<file path="config.mk">
export PLATFORM = sky130hd
export DESIGN_NAME = sram_track_mixer_flat
export DESIGN_NICKNAME = d
export VERILOG_FILES = /design/src/rtl/sram_track_mixer_if.sv /design/src/rtl/sram_track_mixer.sv /design/src/flat_wrapper.sv
export SDC_FILE = /design/constraint.sdc
export NUM_CORES = 1
export LEC_CHECK = 0
export CORE_ASPECT_RATIO = 2
export CORE_MARGIN = 8
export CORE_UTILIZATION = 35
export CTS_CLUSTER_DIAMETER = 150
export DETAILED_ROUTE_END_ITERATION = 8
export GPL_TIMING_DRIVEN = 0
export SLEW_MARGIN = 10
export SYNTH_ARGS = -nofsm -noshare
export SYNTH_HDL_FRONTEND = slang
export SYNTH_SLANG_ARGS = --single-unit
</file>
<file path="constraint.sdc">
create_clock -name iCLK -period 3.3 [get_ports iCLK]
set_clock_uncertainty 0.2 [all_clocks]
set_input_delay 0.495 -clock iCLK [delete_from_list [all_inputs] [get_ports iCLK]]
set_output_delay 0.495 -clock iCLK [all_outputs]
set_load 0.01 [all_outputs]
</file>
<file path="src/rtl/sram_track_mixer_if.sv">
// Codec/SRAM-side bundle of sram_track_mixer: sample strobe and controls, codec data,
// SRAM bus and status. The slave modport is the mixer; the master modport is its environment.
interface sram_track_mixer_if #(
  parameter int DATA_W = 16,
  parameter int ADDR_W = 18,
  parameter int SEL_W  = 1
);
  logic              iSAMPLE_STB;
  logic [1:0]        iMODE;
  logic [SEL_W-1:0]  iTRACK_SEL;
  logic              iBOUNCE;
  logic              iPOS_RST;
  logic [DATA_W-1:0] iAUD_IN;
  logic [DATA_W-1:0] oAUD_OUT;
  logic              oSAMPLE_VALID;
  logic [ADDR_W-1:0] oSRAM_ADDR;
  logic [DATA_W-1:0] iSRAM_RDATA;
  logic [DATA_W-1:0] oSRAM_WDATA;
  logic              oSRAM_WE_N;
  logic              oDQ_OE;
  logic [ADDR_W-1:0] oPOS;
  logic              oBUSY;
  logic              oOVERRUN;

  modport slave (
    input  iSAMPLE_STB, iMODE, iTRACK_SEL, iBOUNCE, iPOS_RST, iAUD_IN, iSRAM_RDATA,
    output oAUD_OUT, oSAMPLE_VALID, oSRAM_ADDR, oSRAM_WDATA, oSRAM_WE_N, oDQ_OE,
           oPOS, oBUSY, oOVERRUN
  );

  modport master (
    output iSAMPLE_STB, iMODE, iTRACK_SEL, iBOUNCE, iPOS_RST, iAUD_IN, iSRAM_RDATA,
    input  oAUD_OUT, oSAMPLE_VALID, oSRAM_ADDR, oSRAM_WDATA, oSRAM_WE_N, oDQ_OE,
           oPOS, oBUSY, oOVERRUN
  );
endinterface

</file>
<file path="src/rtl/sram_track_mixer.sv">
// Multi-track record/play/mix sequencer over a single-port async SRAM, one pass per sample strobe.
// Optional macro MIX_SAT_EN: MIX result is the saturated full sum instead of the shifted average.
module sram_track_mixer #(
  parameter int DATA_W     = 16,
  parameter int ADDR_W     = 18,
  parameter int NUM_TRACKS = 2,
  parameter int TRACK_LEN  = 128000
) (
  input  logic                  iCLK,
  input  logic                  iRST_N,
  sram_track_mixer_if.slave     bus
);

  localparam int SH    = (NUM_TRACKS > 1) ? $clog2(NUM_TRACKS) : 0;
  localparam int SEL_W = (NUM_TRACKS > 1) ? $clog2(NUM_TRACKS) : 1;
  localparam int ACC_W = DATA_W + SH;
  localparam logic [ADDR_W-1:0] TRACK_LEN_C = ADDR_W'(TRACK_LEN);
  localparam logic [ADDR_W-1:0] POS_LAST_C  = ADDR_W'(TRACK_LEN - 1);
  localparam logic [SEL_W-1:0]  TRK_LAST_C  = SEL_W'(NUM_TRACKS - 1);
  localparam logic [1:0] MODE_PASS = 2'd0;
  localparam logic [1:0] MODE_REC  = 2'd1;
  localparam logic [1:0] MODE_PLAY = 2'd2;
  localparam logic [1:0] MODE_MIX  = 2'd3;
`ifdef MIX_SAT_EN
  localparam logic signed [ACC_W-1:0] SAT_MAX_C = ACC_W'($signed({1'b0, {(DATA_W-1){1'b1}}}));
  localparam logic signed [ACC_W-1:0] SAT_MIN_C = ACC_W'($signed({1'b1, {(DATA_W-1){1'b0}}}));
`endif

  typedef enum logic [2:0] {
    IDLE  = 3'd0,
    LATCH = 3'd1,
    RD    = 3'd2,
    ACC   = 3'd3,
    WR    = 3'd4,
    DONE  = 3'd5
  } state_t;

  state_t                    state_r, state_s;
  logic [1:0]                mode_r;
  logic [SEL_W-1:0]          sel_r;
  logic                      bounce_r;
  logic [SEL_W-1:0]          trk_r;
  logic signed [ACC_W-1:0]   acc_r;
  logic [DATA_W-1:0]         result_r;
  logic [ADDR_W-1:0]         pos_r;
  logic                      overrun_r;
  logic [DATA_W-1:0]         aud_out_r, aud_out_s;
  logic                      valid_r, valid_s;
  logic [ADDR_W-1:0]         addr_r, addr_s;
  logic [DATA_W-1:0]         wdata_r, wdata_s;
  logic                      we_n_r, we_n_s;
  logic                      dq_oe_r, dq_oe_s;
  logic                      busy_r, busy_s;
  logic                      last_rd_s;
  logic [SEL_W-1:0]          rd_trk_s;
  logic signed [ACC_W-1:0]   rd_ext_s;
  logic [DATA_W-1:0]         result_s;
  logic [DATA_W-1:0]         result_now_s;

  function automatic logic [ADDR_W-1:0] track_addr(input logic [SEL_W-1:0] trk,
                                                   input logic [ADDR_W-1:0] pos);
    return ADDR_W'(trk) * TRACK_LEN_C + pos;
  endfunction

  assign last_rd_s = (mode_r == MODE_PLAY) || (trk_r == TRK_LAST_C);
  assign rd_ext_s  = ACC_W'($signed(bus.iSRAM_RDATA));

  // State register
  always_ff @(posedge iCLK or negedge iRST_N) begin
    if (!iRST_N) begin
      state_r <= IDLE;
    end else begin
      state_r <= state_s;
    end
  end

  // Next-state logic
  always_comb begin
    state_s = state_r;
    case (state_r)
      IDLE:    state_s = bus.iSAMPLE_STB ? LATCH : IDLE;
      LATCH: begin
        case (bus.iMODE)
          MODE_PASS: state_s = DONE;
          MODE_REC:  state_s = WR;
          MODE_PLAY: state_s = RD;
          MODE_MIX:  state_s = RD;
          default:   state_s = DONE;
        endcase
      end
      RD:      state_s = last_rd_s ? ACC : RD;
      ACC:     state_s = ((mode_r == MODE_MIX) && bounce_r) ? WR : DONE;
      WR:      state_s = DONE;
      DONE:    state_s = IDLE;
      default: state_s = IDLE;
    endcase
  end

  // ACC result: PLAY passes the single read through, MIX averages or saturates
  always_comb begin
    result_s = DATA_W'(acc_r);
    if (mode_r == MODE_MIX) begin
`ifdef MIX_SAT_EN
      if (acc_r > SAT_MAX_C) begin
        result_s = DATA_W'(SAT_MAX_C);
      end else if (acc_r < SAT_MIN_C) begin
        result_s = DATA_W'(SAT_MIN_C);
      end else begin
        result_s = DATA_W'(acc_r);
      end
`else
      result_s = DATA_W'(acc_r >>> SH);
`endif
    end else begin
      result_s = DATA_W'(acc_r);
    end
  end

  // The live result: the input while latching, the fresh ACC value, else the held one
  always_comb begin
    case (state_r)
      LATCH:   result_now_s = bus.iAUD_IN;
      ACC:     result_now_s = result_s;
      default: result_now_s = result_r;
    endcase
  end

  // Output logic: next values of the registered outputs, keyed on the state being entered
  always_comb begin
    we_n_s    = 1'b1;
    dq_oe_s   = 1'b0;
    addr_s    = addr_r;
    wdata_s   = wdata_r;
    valid_s   = 1'b0;
    aud_out_s = aud_out_r;
    busy_s    = (state_s != IDLE);
    if (state_r == LATCH) begin
      rd_trk_s = (bus.iMODE == MODE_PLAY) ? bus.iTRACK_SEL : '0;
    end else begin
      rd_trk_s = trk_r + SEL_W'(1);
    end
    if (state_s == RD) begin
      addr_s = track_addr(rd_trk_s, pos_r);
    end else if (state_s == WR) begin
      we_n_s  = 1'b0;
      dq_oe_s = 1'b1;
      addr_s  = track_addr((state_r == LATCH) ? bus.iTRACK_SEL : sel_r, pos_r);
      wdata_s = result_now_s;
    end else if (state_s == DONE) begin
      valid_s   = 1'b1;
      aud_out_s = result_now_s;
    end else begin
      addr_s = addr_r;
    end
  end

  // Sequencer datapath: latched controls, accumulator, position, overrun
  always_ff @(posedge iCLK or negedge iRST_N) begin
    if (!iRST_N) begin
      mode_r    <= MODE_PASS;
      sel_r     <= '0;
      bounce_r  <= 1'b0;
      trk_r     <= '0;
      acc_r     <= '0;
      result_r  <= '0;
      pos_r     <= '0;
      overrun_r <= 1'b0;
    end else begin
      if (state_r == LATCH) begin
        mode_r   <= bus.iMODE;
        sel_r    <= bus.iTRACK_SEL;
        bounce_r <= bus.iBOUNCE;
        trk_r    <= '0;
        acc_r    <= '0;
      end
      if (state_r == RD) begin
        acc_r <= acc_r + rd_ext_s;
        trk_r <= trk_r + SEL_W'(1);
      end
      if ((state_r == LATCH) || (state_r == ACC)) begin
        result_r <= result_now_s;
      end
      if ((state_r == IDLE) && bus.iPOS_RST) begin
        pos_r <= '0;
      end else if ((state_r == DONE) && (mode_r != MODE_PASS)) begin
        pos_r <= (pos_r == POS_LAST_C) ? '0 : pos_r + ADDR_W'(1);
      end
      if ((state_r != IDLE) && bus.iSAMPLE_STB) begin
        overrun_r <= 1'b1;
      end
    end
  end

  // Output registers; reset forces WE_N high immediately
  always_ff @(posedge iCLK or negedge iRST_N) begin
    if (!iRST_N) begin
      aud_out_r <= '0;
      valid_r   <= 1'b0;
      addr_r    <= '0;
      wdata_r   <= '0;
      we_n_r    <= 1'b1;
      dq_oe_r   <= 1'b0;
      busy_r    <= 1'b0;
    end else begin
      aud_out_r <= aud_out_s;
      valid_r   <= valid_s;
      addr_r    <= addr_s;
      wdata_r   <= wdata_s;
      we_n_r    <= we_n_s;
      dq_oe_r   <= dq_oe_s;
      busy_r    <= busy_s;
    end
  end

  assign bus.oAUD_OUT      = aud_out_r;
  assign bus.oSAMPLE_VALID = valid_r;
  assign bus.oSRAM_ADDR    = addr_r;
  assign bus.oSRAM_WDATA   = wdata_r;
  assign bus.oSRAM_WE_N    = we_n_r;
  assign bus.oDQ_OE        = dq_oe_r;
  assign bus.oPOS          = pos_r;
  assign bus.oBUSY         = busy_r;
  assign bus.oOVERRUN      = overrun_r;

endmodule

</file>
<file path="src/flat_wrapper.sv">
// flat-port wrapper written by rule: the top's interface ports become plain ports
module sram_track_mixer_flat 
#(
  parameter int DATA_W     = 16,
  parameter int ADDR_W     = 18,
  parameter int NUM_TRACKS = 2,
  parameter int TRACK_LEN  = 128000
)
  (iCLK, iRST_N, bus_iSAMPLE_STB, bus_iMODE, bus_iTRACK_SEL, bus_iBOUNCE, bus_iPOS_RST, bus_iAUD_IN, bus_iSRAM_RDATA, bus_oAUD_OUT, bus_oSAMPLE_VALID, bus_oSRAM_ADDR, bus_oSRAM_WDATA, bus_oSRAM_WE_N, bus_oDQ_OE, bus_oPOS, bus_oBUSY, bus_oOVERRUN);
  sram_track_mixer_if #(.DATA_W(DATA_W), .ADDR_W(ADDR_W), .SEL_W((1))) bus_i ();
  input  logic iCLK;
  input  logic iRST_N;
  input wire logic [$bits(bus_i.iSAMPLE_STB)-1:0] bus_iSAMPLE_STB;
  input wire logic [$bits(bus_i.iMODE)-1:0] bus_iMODE;
  input wire logic [$bits(bus_i.iTRACK_SEL)-1:0] bus_iTRACK_SEL;
  input wire logic [$bits(bus_i.iBOUNCE)-1:0] bus_iBOUNCE;
  input wire logic [$bits(bus_i.iPOS_RST)-1:0] bus_iPOS_RST;
  input wire logic [$bits(bus_i.iAUD_IN)-1:0] bus_iAUD_IN;
  input wire logic [$bits(bus_i.iSRAM_RDATA)-1:0] bus_iSRAM_RDATA;
  output wire logic [$bits(bus_i.oAUD_OUT)-1:0] bus_oAUD_OUT;
  output wire logic [$bits(bus_i.oSAMPLE_VALID)-1:0] bus_oSAMPLE_VALID;
  output wire logic [$bits(bus_i.oSRAM_ADDR)-1:0] bus_oSRAM_ADDR;
  output wire logic [$bits(bus_i.oSRAM_WDATA)-1:0] bus_oSRAM_WDATA;
  output wire logic [$bits(bus_i.oSRAM_WE_N)-1:0] bus_oSRAM_WE_N;
  output wire logic [$bits(bus_i.oDQ_OE)-1:0] bus_oDQ_OE;
  output wire logic [$bits(bus_i.oPOS)-1:0] bus_oPOS;
  output wire logic [$bits(bus_i.oBUSY)-1:0] bus_oBUSY;
  output wire logic [$bits(bus_i.oOVERRUN)-1:0] bus_oOVERRUN;
  assign bus_i.iSAMPLE_STB = bus_iSAMPLE_STB;
  assign bus_i.iMODE = bus_iMODE;
  assign bus_i.iTRACK_SEL = bus_iTRACK_SEL;
  assign bus_i.iBOUNCE = bus_iBOUNCE;
  assign bus_i.iPOS_RST = bus_iPOS_RST;
  assign bus_i.iAUD_IN = bus_iAUD_IN;
  assign bus_i.iSRAM_RDATA = bus_iSRAM_RDATA;
  assign bus_oAUD_OUT = bus_i.oAUD_OUT;
  assign bus_oSAMPLE_VALID = bus_i.oSAMPLE_VALID;
  assign bus_oSRAM_ADDR = bus_i.oSRAM_ADDR;
  assign bus_oSRAM_WDATA = bus_i.oSRAM_WDATA;
  assign bus_oSRAM_WE_N = bus_i.oSRAM_WE_N;
  assign bus_oDQ_OE = bus_i.oDQ_OE;
  assign bus_oPOS = bus_i.oPOS;
  assign bus_oBUSY = bus_i.oBUSY;
  assign bus_oOVERRUN = bus_i.oOVERRUN;
  sram_track_mixer #(.DATA_W(DATA_W), .ADDR_W(ADDR_W), .NUM_TRACKS(NUM_TRACKS), .TRACK_LEN(TRACK_LEN)) u_core (.iCLK(iCLK), .iRST_N(iRST_N), .bus(bus_i));
endmodule
</file>
# == Yosys cells after proc, flatten, opt, wreduce, memory -nomap -nowiden ==
# Index checks and enable logic that the tools add are counted.
# totals
inputBits,40
regBits,114
word_cells,82
# op_classes
eq_ne,14
n_addsub,5
reduce_logical,17
n_mux,26
multipliers,2
bitwise_logic,2
# op_table
op,n
$mux W18,5
$add A18 B18 Y18,2
$mux W17,2
$pmux W16 S2,1
$add A18 B1 Y18 const B,1
$eq A18 B17 Y1 const B,1
$add A17 B16 Y17,1
$mul A1 B7 Y8 const B,2
$mux W16,1
$mux W1,15
$pmux W3 S5,1
$eq A3 B3 Y1 const B,4
$eq A3 B2 Y1 const B,3
$pmux W3 S3,1
$eq A2 B2 Y1 const B,4
$reduce_bool A2 Y1,4
$reduce_bool A3 Y1,2
$logic_and A1 B1 Y1,4
$eq A3 B1 Y1 const B,1
$logic_not A3 Y1,1
$reduce_and A3 Y1,1
$eq A2 B1 Y1 const B,1
$logic_not A2 Y1,1
$logic_or A1 B1 Y1,2
other kinds (4),5

# == Longest topological paths before layout ==
# Gate-level depths: netlist of the first run.
# logic_depth
ltp_word,8
depth_mapped,16

# == Worst setup path before layout of the first run ==
# OpenSTA, ideal clock, no wires.
# synth_timing
path_type,flip-flop to flip-flop
from,register u_core.state_r[2]
to,"register u_core.addr_r[16], in the netlist u_core.bus.oSRAM_ADDR[16]"
path_buffers,2
required_time_ns,2.975
slack_ns,-0.170
t_arrival_ns,3.145
period_less_slack_ns,3.470
path_stages_with_launch,15
cell_sequence,dfrtp_1 buf_4 nand2b_1 buf_4 nor2_1 mux2_2 mux2_2 ha_1 ha_1 a21o_1 a21o_1 a21o_1 a21oi_1 xnor2_1 mux2_4
# synth_between
elab_chain_cells,6
# synth_rtl
element,line,text
start: declaration,sram_track_mixer.sv:38,"state_t state_r, state_s;"
start signal: assignment,sram_track_mixer.sv:73,state_r <= state_s;
$eq A3 B1 Y1,"sram_track_mixer.sv:80, sram_track_mixer.sv:137, sram_track_mixer.sv:147",
$mux W1,-,
$mul A1 B7 Y8,sram_track_mixer.sv:62,return ADDR_W'(trk) * TRACK_LEN_C + pos;
$add A18 B18 Y18,sram_track_mixer.sv:62,
$mux W18,sram_track_mixer.sv:144,end else if (state_s == WR) begin
$mux W18,sram_track_mixer.sv:142,if (state_s == RD) begin
end signal: assignment,sram_track_mixer.sv:207,addr_r <= addr_s;
end: declaration,sram_track_mixer.sv:49,"logic [ADDR_W-1:0] addr_r, addr_s;"
# Several ways; a longest one is shown, not always the timed one. The select of a mux whose other input is x is not followed.
# A chain may end at the register's enable or synchronous reset.

# == Final worst setup path of the first run ==
# layout_timing
from,input bus_iMODE[1]
to,"register u_core.addr_r[16], in the netlist u_core.bus.oSRAM_ADDR[16]"
# layout_between
elab_chain_cells,6
# layout_rtl
element,line,text
start: declaration,flat_wrapper.sv:14,input wire logic [$bits(bus_i.iMODE)-1:0] bus_iMODE;
$eq A2 B2 Y1,sram_track_mixer.sv:83,case (bus.iMODE)
$reduce_or A2 Y1 (no line),-,
$pmux W3 S3 (*),sram_track_mixer.sv:83,
$pmux W3 S5 (*),sram_track_mixer.sv:80,case (state_r)
net u_core.state_s[0],sram_track_mixer.sv:38,
$eq A3 B2 Y1 / $eq A3 B3 Y1 (equally long branches),"sram_track_mixer.sv:142, sram_track_mixer.sv:144",
$mux W18 / $reduce_bool A2 Y1 (equally long branches),-,
# Mark *: on every way through the listed nets, which the timed path passes. The rest lies on a longest branch.

==> summary.txt, run 1 <==
Status: finished clean
Fin util: 48.8%
Synthesis-to-finish area growth: 37.8%
Vias in the first global route: 5,242
Clock Latency Late Sink: 0.41 ns
Synth Cell Area: 5910 µm²
Max FO, Critical Path: 5
Global-route wire length before repair: 26,700 µm
Syn_nets: 674
Flop2flop setup slack: 0.08 ns
Initial core utilization: 35.4%
Critical path class: in -> reg
Post-synth EDFFs: 0
Fmax: 310 MHz
Worst Tran Pin Value: 0.656 ns
Pwr Density: 1060 nW/µm²
Die width: 108 µm
RSZ-0062 raised after global routing: yes
Mean post-synth cell area: 9.71 µm²
WL final: 16,800 µm
Residual DRC: 0
Final Critical Period: 3.23 ns
Tcrit/Tclk final: 97.8%
Core Area: 16,700 µm²
H-tree depth: 4
Slew Viols, Final: 0
Post-DP HPWL: 13,200 µm
Slew headroom: 56.1%
Register area share after synthesis: 48.3%
Arr. time, crit path: 3.32 ns
Layout Nets: 814
IO buf count: 112
VDD IR max: 0.349 mV
Die Area: 21,600 µm²
Synth warnings: 0
Fin. Hold Viols: 0
Avg WL per Cell: 17.3 µm
Inst Count DP: 929
Min-delay worst type: reg -> reg
Height of the die: 200 µm
Pre-antenna DRT Iters: 5
Max-cap viol count: 0
Post-route insts no fill: 969
GP Congestion: 0.813
TritonCTS clock tree: built
Clk slew on worst S/H paths: 0.06 ns
Ys async rst share: 100%
Leading cell types in the layout, fill and taps excluded: clkdlybuf4s50_1, dfrtp_1, nand2_1, nor2_1, o21ai_0
Final setup violation count: 0
Critical Path End Type: flip-flop
CTS buffer count: 17
Root buffer cell: clkbuf_16
I/O pin count: 113
ANT nets after route: 0
Critical Path RT: 3.39 ns
Largest net degree at the start of global routing: 81
Static Leak: 3.59 nW
Register bit total from synthesis: 114
Total grt overflow: 0
# clock sinks: 114
Initial DRC Count: 266
Post-Syn Instances: 609
Vias per std cell: 5.21
Worst Setup Start Kind: primary input
Row count: 67
Layout cell share with drive strength beyond 1: 14.8%
Clock Path Buffers: 2
Gr usage total: 15.8%
Initial antenna violation count: 0
Yosys cell types: 59
Dominant register cell in the synthesized netlist: dfrtp_1
Diode count: 0
Vias: 5,049
-- state kept, by name, summed over array words and instances (netlist names), 2 cells and up --
register / cells
u_core.bus.oSRAM_ADDR: 18
u_core.bus.oSRAM_WDATA: 16
u_core.state_r: 3
u_core.bus.oPOS: 18
u_core.acc_r: 17
u_core.bus.oAUD_OUT: 16
u_core.mode_r: 2
u_core.result_r: 16
-- synthesized netlist by cell type, types with 2 or more instances --
| cell type | n | area share, % |
|---|---|---|
| dfrtp_1 | 113 | 48 |
| nand2_1 | 69 | 4.4 |
| nor2_1 | 62 | 3.9 |
| o21ai_0 | 52 | 4.4 |
| a21oi_1 | 46 | 3.9 |
| inv_1 | 27 | 1.7 |
| nand3_1 | 27 | 2.3 |
| ha_1 | 24 | 5.1 |
| a21o_1 | 17 | 2.2 |
| a311oi_1 | 16 | 2.4 |
| xnor2_1 | 15 | 2.2 |
| buf_4 | 14 | 1.8 |
| clkbuf_1 | 14 | 0.89 |
| mux2_2 | 13 | 2.5 |
| xor2_1 | 12 | 1.8 |
| mux2_4 | 8 | 2.0 |
| a31oi_1 | 7 | 0.74 |
| buf_2 | 5 | 0.42 |
| a22o_1 | 4 | 0.59 |
| a211oi_1 | 3 | 0.38 |
| a22oi_1 | 3 | 0.38 |
| nand4_1 | 3 | 0.32 |
| nand4b_1 | 3 | 0.44 |
| nor2b_1 | 3 | 0.32 |
| nor3_1 | 3 | 0.25 |
| o21ai_1 | 3 | 0.25 |
| o21bai_1 | 3 | 0.38 |
| o31ai_1 | 3 | 0.38 |
| or3_1 | 3 | 0.32 |
| and3_1 | 2 | 0.21 |
| nand2b_1 | 2 | 0.21 |
| nor3_2 | 2 | 0.34 |
| or2_1 | 2 | 0.21 |
-- power by group --
part	switching, mW	total, mW	leakage, nW	internal (mW)
Clock	0.683	1.98	0.300	1.29
Sequential	0.437	2.43	1.44	1.99
Combinational	2.26	4.24	1.86	1.98
-- per-layer routing --
layer  GRT usage [%]  routed length [µm]  share of wire [%]  vias to the layer above
li1                -                   -                  -                     2405
met1            15.9                6090                 36                     2444
met2            29.8                9440                 56                      172
met3            2.96                 848                5.1                       28
met4            8.13                 406                2.4                        0
met5               0                   0                  0                        -
-- critical path: stages --
cell	delay, ns
clkdlybuf4s50_1	0.62
o32ai_4	0.13
o21ai_2	0.16
o21ai_4	0.08
nor2_2	0.13
mux2_4	0.35
ha_4	0.18
ha_2	0.18
a21o_1	0.16
a21o_1	0.17
a21o_1	0.19
a21oi_2	0.14
xnor2_1	0.07
mux2_4	0.25
-- cells by family (layout without fill, tap and decap cells) --
| family | after synthesis | count (layout) | share of synthesized area, % |
|---|---|---|---|
| xor gates and xnor gates | 27 | 27 | 4.00 |
| muxes | 22 | 22 | 4.68 |
| AOI/OAI and AO/OA | 168 | 168 | 18.1 |
| adders and majority gates | 25 | 25 | 5.42 |
| and+or+nand+nor | 189 | 189 | 14.2 |
| DFF | 114 | 114 | 48.3 |
| buffers and inverters | 64 | 217 | 5.38 |
-- final timing paths --
path | cells after the start | end | start
hold reg to reg | 1 | u_core.bus.oOVERRUN | u_core.bus.oOVERRUN
setup reg to reg | 15 | u_core.bus.oSRAM_ADDR[16] | u_core.state_r[2]
setup / recovery | 14 | u_core.bus.oSRAM_ADDR[16] | bus_iMODE[1]
hold / removal | 1 | u_core.bus.oOVERRUN | u_core.bus.oOVERRUN
min in group asynchronous | 2 | u_core.bus.oSRAM_ADDR[15] | iRST_N
max in group asynchronous | 3 | u_core.bus.oSRAM_WE_N | iRST_N
-- final cells by class --
class	count	area, µm²
inverter	28	105
sequential	114	2860
tap	207	259
clock inverter	14	203
timing repair buffer	122	1220
multi-input combinational	431	2860
clock buffer	18	439
buffer	35	211
fill	1518	8540
-- through the flow --
stage	power [mW]	TNS, ns	setup WS [ns]	instance area [µm²]	hold slack [ns]
after floorplan	4.91	0	0.0149	5920	-0.000591
after global placement	6.32	-311.77	-2.74	7300	0.265
after detailed placement	6.46	-3.01	-0.757	7330	0.220
after CTS	8.65	0	0.0138	8110	0.281
after global routing	9.23	-0.0838	-0.0468	8150	0.299
final	8.64	0	0.0741	8150	0.277
-- timing repair --
item                       4_1_cts  5_1_grt
resized for setup               16        7
setup endpoints to repair        4        4
hold endpoints to repair        34        0
hold buffers                     1        0
buffers inserted                 5        3
pin swaps                        5        2
No activity file was read; power rests on OpenSTA's default activity.
==> inputs of run 2 (changes only) <==
--- a/config.mk
+++ b/config.mk
@@ -5,11 +5,13 @@
 export SDC_FILE = /design/constraint.sdc
 export NUM_CORES = 1
 export LEC_CHECK = 0
+export CAP_MARGIN = 40
 export CORE_ASPECT_RATIO = 2
 export CORE_MARGIN = 8
 export CORE_UTILIZATION = 35
 export CTS_CLUSTER_DIAMETER = 150
 export DETAILED_ROUTE_END_ITERATION = 8
+export DONT_BUFFER_PORTS = 1
 export GPL_TIMING_DRIVEN = 0
 export SLEW_MARGIN = 10
 export SYNTH_ARGS = -nofsm -noshare
==> constraint.sdc (replaced) <==
create_clock -name iCLK -period 3.3 [get_ports iCLK]
set_clock_uncertainty 0.2 [all_clocks]
set_input_delay 0.495 -clock iCLK [delete_from_list [all_inputs] [get_ports iCLK]]
set_output_delay 0.495 -clock iCLK [all_outputs]
set_load 0.005 [all_outputs]
==> run 2 against run 1 <==
The run now ends with hold timing left. Register-to-register slack hardly changed. Sequential cell count stayed put. Wire length is 1.6% lower. Non-clock buffer count is 112 lower. Clock power is 4% higher. Sequential share of layout area is 5.4 points higher. Combinational power is 18% lower. First-iteration DRC count is 16% lower. Largest power group unchanged.
==> summary.txt, run 2 (synthesis results as in run 1) <==
Global-route wire length before repair: 26,300 µm
Inst Count DP: 816
Fmax: 312 MHz
Post-DP HPWL: 12,600 µm
TritonCTS clock tree: built
Tcrit/Tclk final: 97.1%
Largest stage delay on the critical path: 0.37 ns
Setup WS post-layout: 0.0947 ns
WL final: 16,500 µm
Fin. Hold Viols: 114
Die Area: 21,600 µm²
Static Leak: 3.18 nW
Arr. time, crit path: 3.31 ns
Worst slack, placed: -0.389 ns
Gr usage total: 15.8%
Max-cap viol count: 0
IO buf count: 0
Core Area: 16,700 µm²
Clk slew on worst S/H paths: 0.06 ns
CTS buffer count: 17
GP Congestion: 0.870
Pre-antenna DRT Iters: 4
Initial core utilization: 35.4%
Post-route insts no fill: 858
Total grt overflow: 0
Status: complete, but fails checks
Largest net degree at the start of global routing: 115
DP Area: 6180 µm²
# clock sinks: 114
H-tree depth: 4
Row count: 67
Failing checks: hold timing
Height of the die: 200 µm
Pwr Density: 1140 nW/µm²
Slew headroom: 54.8%
Final Critical Period: 3.21 ns
Clock Path Buffers: 2
Worst Setup Start Kind: flip-flop
Top Family by Delay on Critical Path: compound AO/OA/AOI/OAI gates
Final instance area: 7060 µm²
Slew Viols, Final: 0
I/O pin count: 113
Initial antenna violation count: 0
Avg WL per Cell: 19.3 µm
ANT nets after route: 0
Buffers plus inverters on the worst setup path: 2
Critical path class: reg -> reg
Worst path most repeated cell: a21o_1
Min-delay worst type: in -> async
Slowest stage cell, crit path: dfrtp_1
Worst Tran Pin Value: 0.676 ns
Crit path cell chain: buf_6 -> nand2b_4 -> buf_6 -> o32ai_4 -> o21ai_2 -> o21ai_4 -> nor2_4 -> mux2_4 -> ha_4 -> ha_4 -> a21o_1 -> a21o_1 -> a21o_1 -> a21oi_2 -> xnor2_1 -> mux2_4
Synthesis-to-finish area growth: 19.5%
Overall power: 8.05 mW
Root buffer cell: clkbuf_16
Vias: 4,595
Initial DRC Count: 224
Final setup violation count: 0
Leading cell types in the layout, fill and taps excluded: dfrtp_1, nand2_1, nor2_1, o21ai_0, a21oi_1
Clock Latency Late Sink: 0.41 ns
Max FO, Critical Path: 8
Die width: 108 µm
Vias in the first global route: 4,880
Critical Path RT: 3.40 ns
VDD IR max: 0.491 mV
Layout Nets: 702
Layout cell share with drive strength beyond 1: 17.7%
Commonest non-fill, non-tap cell in the layout: dfrtp_1
Critical Path End Type: flip-flop
Min Hold Slack: -0.431 ns
Residual DRC: 0
Vias per std cell: 5.36
==> run 2: power breakdown <==
group	leakage, nW	internal (mW)	switching [mW]
logic	1.43	1.47	2.00
clock network	0.314	1.37	0.689
registers	1.44	1.99	0.526
==> run 2: repair_timing <==
item	4_1_cts	5_1_grt
resized for setup	17	14
pin swaps	5	11
endpoints found under the setup margin	4	3
buffers inserted	6	3
endpoints found under the hold margin	114	114
==> run 2: stage by stage <==
step / TNS, ns / util (%)
floorplan: 0 / -
global placement: -0.641 / 37.0
detailed placement: -0.833 / 37.0
CTS: 0 / 41.9
global route: -0.0248 / 42.3
finish: 0 / 42.3
==> run 2: cell type report <==
class                           instances  area (µm²)
Clock inverter                         14         225
Multi-Input combinational cell        431        2880
Buffer                                 36         223
Clock buffer                           18         439
Fill cell                            1563        9620
Sequential cell                       114        2860
Tap cell                              207         259
Antenna cell                            1        2.50
Timing Repair Buffer                    9        71.3
Inverter                               28         105
==> run 2: worst register-to-register path, cell delays in order, from the launching register on <==
cell,delay [ns]
dfrtp_1,0.37
buf_6,0.14
nand2b_4,0.13
buf_6,0.13
o32ai_4,0.20
o21ai_2,0.09
o21ai_4,0.08
nor2_4,0.06
mux2_4,0.35
ha_4,0.19
ha_4,0.16
a21o_1,0.19
a21o_1,0.19
a21o_1,0.17
a21oi_2,0.12
xnor2_1,0.08
mux2_4,0.25
==> run 2: path summary, 6_finish.rpt <==
| check | from | to | slack, ns | cells after the start |
|---|---|---|---|---|
| max reg2reg | u_core.state_r[2] | u_core.bus.oSRAM_ADDR[16] | 0.09 | 16 |
| min in group iCLK | bus_iMODE[0] | u_core.mode_r[0] | 0.01 | 2 |
| min reg2reg | u_core.result_r[9] | u_core.result_r[9] | 0.30 | 2 |
| min | iRST_N | u_core.bus.oSRAM_ADDR[16] | -0.43 | 0 |
| max | u_core.state_r[2] | u_core.bus.oSRAM_ADDR[16] | 0.09 | 16 |
| max in group asynchronous | iRST_N | u_core.bus.oSRAM_WE_N | 3.08 | 0 |
==> run 2: metal layers <==
metal	track usage (%)	share of wire (%)	vias to the layer above
met4	6.37	2.2	0
met1	15.1	34	2249
met5	0	0	-
li1	-	-	2186
met2	29.4	55	138
met3	6.01	8.2	22
